==> src/rtl/bounce_generator_pkg.sv <==
// Shared definitions for the contact-bounce emulator: FSM encoding, LFSR taps
// and the default LFSR seed.
package bounce_generator_pkg;

  typedef enum logic {
    IDLE   = 1'b0,
    BOUNCE = 1'b1
  } state_t;

  // Taps 16,14,13,11 for a right-shifting Fibonacci register (bits 0,2,3,5).
  localparam logic [15:0] LFSR_TAPS    = 16'h002D;
  localparam logic [15:0] DEFAULT_SEED = 16'hACE1;

endpackage

==> src/rtl/bounce_generator_lfsr16.sv <==
// Free-running 16-bit Fibonacci LFSR; an all-zero state reloads the seed.
module lfsr16
  import bounce_generator_pkg::*;
(
  input  logic        clk,
  input  logic        reset,
  input  logic [15:0] seed,
  output logic [15:0] q
);

  always_ff @(posedge clk) begin
    if (reset) begin
      q <= seed;
    end else if (q == '0) begin
      q <= seed;
    end else begin
      q <= {^(q & LFSR_TAPS), q[15:1]};
    end
  end

endmodule

==> src/rtl/bounce_generator.sv <==
// Contact-bounce emulator: turns a clean switch level into a pseudo-randomly
// chattering contact for a bounded window, or passes it straight through.
module bounce_generator
  import bounce_generator_pkg::*;
#(
  parameter int unsigned BOUNCE_CYCLES = 2000000,
  parameter int unsigned MIN_HOLD      = 16,
  parameter logic [15:0] SEED          = DEFAULT_SEED
) (
  input  logic       clk,
  input  logic       reset,
  input  logic       en,
  input  logic       level,
  output logic       bouncy,
  output logic       busy,
  output logic [7:0] toggles
);

  localparam logic [23:0] WINDOW_LOAD = 24'(BOUNCE_CYCLES - 1);
  localparam logic [7:0]  HOLD_LOAD   = 8'(MIN_HOLD - 1);

  state_t      state;
  logic        sync1;
  logic        level_s;
  logic        target;
  logic [23:0] window_cnt;
  logic [7:0]  hold_cnt;
  logic [15:0] lfsr_q;
  logic [8:0]  hold_sum;
  logic [7:0]  hold_reload;
  logic        lfsr_unused;

  lfsr16 u_lfsr (
    .clk   (clk),
    .reset (reset),
    .seed  (SEED),
    .q     (lfsr_q)
  );

  assign lfsr_unused = ^lfsr_q[15:5];

  // Random extra hold of 0..15 cycles, clamped so large MIN_HOLD cannot wrap.
  assign hold_sum    = {1'b0, HOLD_LOAD} + {5'b0, lfsr_q[4:1]};
  assign hold_reload = hold_sum[8] ? 8'hFF : hold_sum[7:0];

  always_ff @(posedge clk) begin
    if (reset) begin
      state      <= IDLE;
      sync1      <= 1'b0;
      level_s    <= 1'b0;
      target     <= 1'b0;
      bouncy     <= 1'b0;
      busy       <= 1'b0;
      toggles    <= '0;
      window_cnt <= '0;
      hold_cnt   <= '0;
    end else begin
      sync1   <= level;
      level_s <= sync1;
      case (state)
        IDLE: begin
          if (level_s != target) begin
            target <= level_s;
            if (en) begin
              state      <= BOUNCE;
              window_cnt <= WINDOW_LOAD;
              hold_cnt   <= HOLD_LOAD;
              toggles    <= '0;
              busy       <= 1'b1;
            end else begin
              bouncy <= level_s;
            end
          end
        end
        BOUNCE: begin
          // Window end or en falling wins over any toggle due this cycle.
          if (!en || window_cnt == '0) begin
            state  <= IDLE;
            bouncy <= target;
            busy   <= 1'b0;
          end else begin
            window_cnt <= window_cnt - 24'd1;
            hold_cnt   <= hold_cnt - 8'd1;
            if (hold_cnt == '0) begin
              hold_cnt <= hold_reload;
              if (lfsr_q[0]) begin
                bouncy <= ~bouncy;
                if (toggles != 8'hFF) toggles <= toggles + 8'd1;
              end
            end
            if (level_s != target) begin
              target     <= level_s;
              window_cnt <= WINDOW_LOAD;
            end
          end
        end
        default: state <= IDLE;
      endcase
    end
  end

endmodule

==> config.mk <==
export PLATFORM = sky130hd
export DESIGN_NAME = bounce_generator
export DESIGN_NICKNAME = d
export VERILOG_FILES = /design/src/rtl/bounce_generator_pkg.sv /design/src/rtl/bounce_generator_lfsr16.sv /design/src/rtl/bounce_generator.sv
export SDC_FILE = /design/constraint.sdc
export NUM_CORES = 1
export LEC_CHECK = 0
export CAP_MARGIN = 20
export CORE_MARGIN = 8
export CORE_UTILIZATION = 65
export DETAILED_ROUTE_END_ITERATION = 8
export PLACE_DENSITY = 0.89
export SYNTH_ARGS = -nofsm -noshare
export SYNTH_HDL_FRONTEND = slang
export SYNTH_SLANG_ARGS = --single-unit
export TNS_END_PERCENT = 10
==> constraint.sdc <==
create_clock -name clk -period 3 [get_ports clk]
set_input_delay 0.45 -clock clk [delete_from_list [all_inputs] [get_ports clk]]
set_output_delay 0.45 -clock clk [all_outputs]
set_load 0.03 [all_outputs]
Word-level counts from Yosys, hierarchy flattened. Cells that the tools add are included.

Bits in registers: 62. Input port bits: 4. Output and inout bits: 10. Logic and storage cells: 74.

Add/subtract/negate cells: 4. Equal/unequal tests: 12. Muxes and demuxes: 35. Bitwise logic cells: 2. Reductions and logical operators: 11.

Operators with widths (count): two-way mux 24 bit (4); two-way mux 8 bit (11); one-hot mux 24 bit (2 select lines) (1); one-hot mux 8 bit (2 select lines) (2); zero test 24 bit (1); subtractor 24 x 1 -> 24 bit (second input constant) (1); zero test 16 bit (1); parity 16 bit (1); two-way mux 1 bit (13); adder 8 x 1 -> 8 bit (second input constant) (1); zero test 8 bit (1); inequality test 2 x 1 -> 1 bit (second input constant) (4); inequality test 2 bit (second input constant) (4); inequality test 8 bit (second input constant) (1); one-hot mux 1 bit (2 select lines) (4); subtractor 8 x 1 -> 8 bit (second input constant) (1); inequality test 3 x 1 -> 1 bit (second input constant) (2); AND reduction 3 bit (2); AND reduction 6 bit (1); adder 4 x 4 -> 5 bit (first input constant) (1); AND reduction 4 bit (1); inverter 1 bit (2); OR reduction 2 bit (1); zero test 1 bit (1); 2 further kinds (2).

Longest topological paths before layout.
Depth after elaboration: 6. Depth in mapped cells: 9. Depth with buffers taken out: 7.

Hierarchy. A second synthesis with hierarchy kept.

Cells, all modules: 358. Area, all modules: 3193.1 µm².

Modules (own cells, without submodules): bounce_generator (times used 1, cells an instance 315, area each 2557.5 µm², sequential area each 920.9 µm²); lfsr16 (times used 1, cells an instance 43, area each 635.6 µm², sequential area each 320.3 µm²).

Least setup slack after synthesis. Ideal clock, no wire load.

Path type: register to register. From: register hold_cnt[0]. To: register toggles[2]. Setup time: 0.076 ns. Data arrival time: 1.968 ns. Data required time: 2.924 ns. Setup slack: 0.956 ns. Cell stages (with the launch flop): 9. Path buffers: 1. Period minus slack after synthesis: 2.044 ns. Cell sequence: dfxtp_1 > inv_1 > ha_1 > nor4b_2 > and2_1 > o211ai_1 > clkbuf_1 > or4_1 > a21boi_0.

Cells in the longest elaborated chain, start to end: 3.

Ends and longest elaborated chain: start, declared (line bounce_generator.sv:27) `logic [7:0] hold_cnt;`; start signal, assigned (line bounce_generator.sv:83) `hold_cnt <= hold_cnt - 8'd1;`; start signal, assigned (line bounce_generator.sv:85) `hold_cnt <= hold_reload;`; zero test 8 bit (line bounce_generator.sv:84) `if (hold_cnt == '0) begin`; inequality test 2 x 1 -> 1 bit (no line); AND reduction 6 bit (no line); end signal, assigned (line bounce_generator.sv:88) `if (toggles != 8'hFF) toggles <= toggles + 8'd1;`; end, declared (line bounce_generator.sv:16) `output logic [7:0] toggles`.

Every way passes these cells. A chain may end at the register's enable or synchronous reset.

Final worst setup path.
From: register window_cnt[0]. To: register window_cnt[7].

Cells in the longest elaborated chain, start to end: 4. Elaborated cells between the ends (all ways): 8. Those cells by class: add/sub (1); eq/ne (1); mux (3); reduce/logical (3).

Ends and longest elaborated chain: start, declared (line bounce_generator.sv:26) `logic [23:0] window_cnt;`; start signal, assigned (line bounce_generator.sv:82) `window_cnt <= window_cnt - 24'd1;`; subtractor 24 x 1 -> 24 bit / zero test 24 bit (equally long branches) (line bounce_generator.sv:82, bounce_generator.sv:77); two-way mux 24 bit / logical OR 1 bit (equally long branches) (line bounce_generator.sv:91, bounce_generator.sv:77); two-way mux 24 bit / inequality test 2 bit (equally long branches); one-hot mux 24 bit (2 select lines) / AND reduction 3 bit (equally long branches).

Several ways; a longest one is shown, not always the timed one. The select of a mux whose other input is x is not followed.

==> metrics <==
outcome complete, no violations; Placer Congestion 0.872; Initial DRC Count 300; Die H 86.2 um; Std-Cell Rows 25; diode count 0; maxcap violations 0; Max Clk Rate 0.387 GHz; most common cell after layout, fill and taps aside dfxtp_1; drt drc 0; Synth-to-Final Area Change 12.2%; crit share post-route 86.1%; die width 86.2 um; post-synthesis sequential area ratio 38.8%; post-CTS sizing 0; IO Pins 14; Port Buffers 13; critical-path maximum fanout 13; pwr/cell area 608 nW/um^2; Mapped Area 3200 um^2; drt wl/cell 17.3 um; largest net degree at the start of global routing 25; endpoints failing hold 0; drt first pass iters 5; Leak 0.00126 uW; Syn Nets 381; unrepaired setup endpoints after global routing no; total setup buffers inserted after CTS 0; Pins Over Slew Limit 0; total wire length 7.84 mm; CP Data Required Time 3280 ps; Vias/cell 6.68; TritonCTS Buffers 9; number of global-route vias before repair 2736; Mapped Cells 370; Routed Antenna Nets 0; total core area 4720 um^2; Overall Global Routing Usage 21.6%; fillers 307; Hold Path Class reg2reg; flops & latches, synth 62; critical path class reg2reg; Max Buffers Root-to-Sink 2; post-synth cell types 61; CTS tree yes; syn avg cell area 8.65 um^2; area taken by multi-input logic gates 1780 um^2; Die Area 7430 um^2; FFs w/ async S/R, synth 0%; cts hold-fix bufs 0; H-Tree Depth 3; NumNets Final 392; Clock Sinks 62; placed cell area 3340 um^2; layout cells sized above 1 10.1%; final instance area 3590 um^2; Ys Warns 0; worst-margin pin slew 898 ps; most frequent cells in the layout dfxtp_1, a21oi_1, nand2_1, o21ai_0, nand3_1; worst skew pair latency 340 ps; endpoints failing setup 0; skew final 8.40 ps; CP Launch Type flip-flop; Clock transition at path regs 70 ps; crit path time final 2580 ps; initial antenna violation count 0; EDFF count, synth 0; root buf cell clkbuf_8; first-pass GRT wire length 12.9 mm; GRT overflow 0; Synth Flop Type dfxtp_1; Via Count 3018; hpwl dp 5.13 mm; Slew Limit Headroom 39.9%; Initial Util 67.8%; Peak VDD IR 0.344 mV; Setup TNS Final 0 ps; CP Capture Type flip-flop; area occupied by registers 1240 um^2; worst path arrival time 2860 ps
## per-layer routing
layer / wire [um] / GRT usage, % / share of wire [%] / vias up
met3: 601 / 3.59 / 7.7 / 15
met4: 145 / 11.3 / 1.8 / 0
li1: - / - / - / 1418
met5: 0 / 0 / 0 / -
met2: 3690 / 34.1 / 47 / 157
met1: 3400 / 27.6 / 43 / 1428
## final cells by class
type	count	share of cell area, %
Tap cell	67	2.33
Sequential cell	62	34.6
Inverter	12	1.25
Clock buffer	11	3.94
Multi-Input combinational cell	273	49.5
Clock inverter	4	2.65
Timing Repair Buffer	23	5.82
## registers in the layout (all words and copies together), names as in the netlist, 8 cells and up
name and flops:
window_cnt 24, u_lfsr.q 16, hold_cnt 8, toggles 8
## worst max-delay path: stages (launching register included)
cell       delay (ps)
dfxtp_1           390
inv_1             110
ha_1              200
nor4b_1           160
and4b_1           350
a2111oi_4         720
buf_6             250
a21bo_2           230
a21oi_1           110
## synthesized netlist by cell type (all sizes together), types with 4 or more instances
cell / number / area [um^2]
and2: 7 / 43.8
nand3: 16 / 80.1
o31ai: 10 / 75.1
a31o: 5 / 52.6
nand4: 7 / 43.8
nand2b: 9 / 56.3
a21oi: 34 / 174
o211ai: 4 / 30.0
nor4: 9 / 77.6
nor2: 15 / 56.3
or3: 6 / 37.5
or4: 9 / 67.6
nand2: 31 / 116
inv: 12 / 45.0
a21boi: 4 / 30.0
buf: 13 / 100
ha: 7 / 87.6
a311oi: 10 / 87.6
xor2: 5 / 43.8
clkbuf: 10 / 37.5
dfxtp: 62 / 1240
nor3: 13 / 65.1
o21ai: 20 / 100
a31oi: 7 / 58.8
nor2b: 9 / 56.3
## report_power, final
part	switching [uW]	internal [uW]	total, uW
Clock	324	569	893
Sequential	44.6	862	906
Combinational	243	142	385
Total	611	1570	2180
## worst paths after layout
kind | start | end | slack, ps | cells past startpoint
max reg2reg | window_cnt[0]$_SDFFE_PP0P_ | window_cnt[7]$_SDFFE_PP0P_ | 420 | 8
min | sync1$_SDFF_PP0_ | level_s$_SDFF_PP0_ | 440 | 1
min reg2reg | sync1$_SDFF_PP0_ | level_s$_SDFF_PP0_ | 440 | 1
max | window_cnt[0]$_SDFFE_PP0P_ | window_cnt[7]$_SDFFE_PP0P_ | 420 | 8
## logic make-up after synthesis
logic type	Yosys count	share of synthesized area (%)
and+or+nand+nor	141	24.7
xor gates and xnor gates	8	2.19
muxes	1	0.313
adders and majority gates	7	2.74
DFF	62	38.8
buffers and inverters	35	5.71
AOI/OAI and AO/OA	116	25.6
## per-stage QoR
stage	total power, uW	setup slack, ps	std cells	hold WS (ps)	utilization [%]
floorplan	1210	956	370	412	-
global placement	1270	234	436	418	70.8
detailed placement	1290	84.0	436	422	70.8
CTS	2170	58.7	451	438	75.8
global route	2260	203	452	457	76.1
finish	2180	418	452	436	76.1
Power figures use the tool's default switching activity.
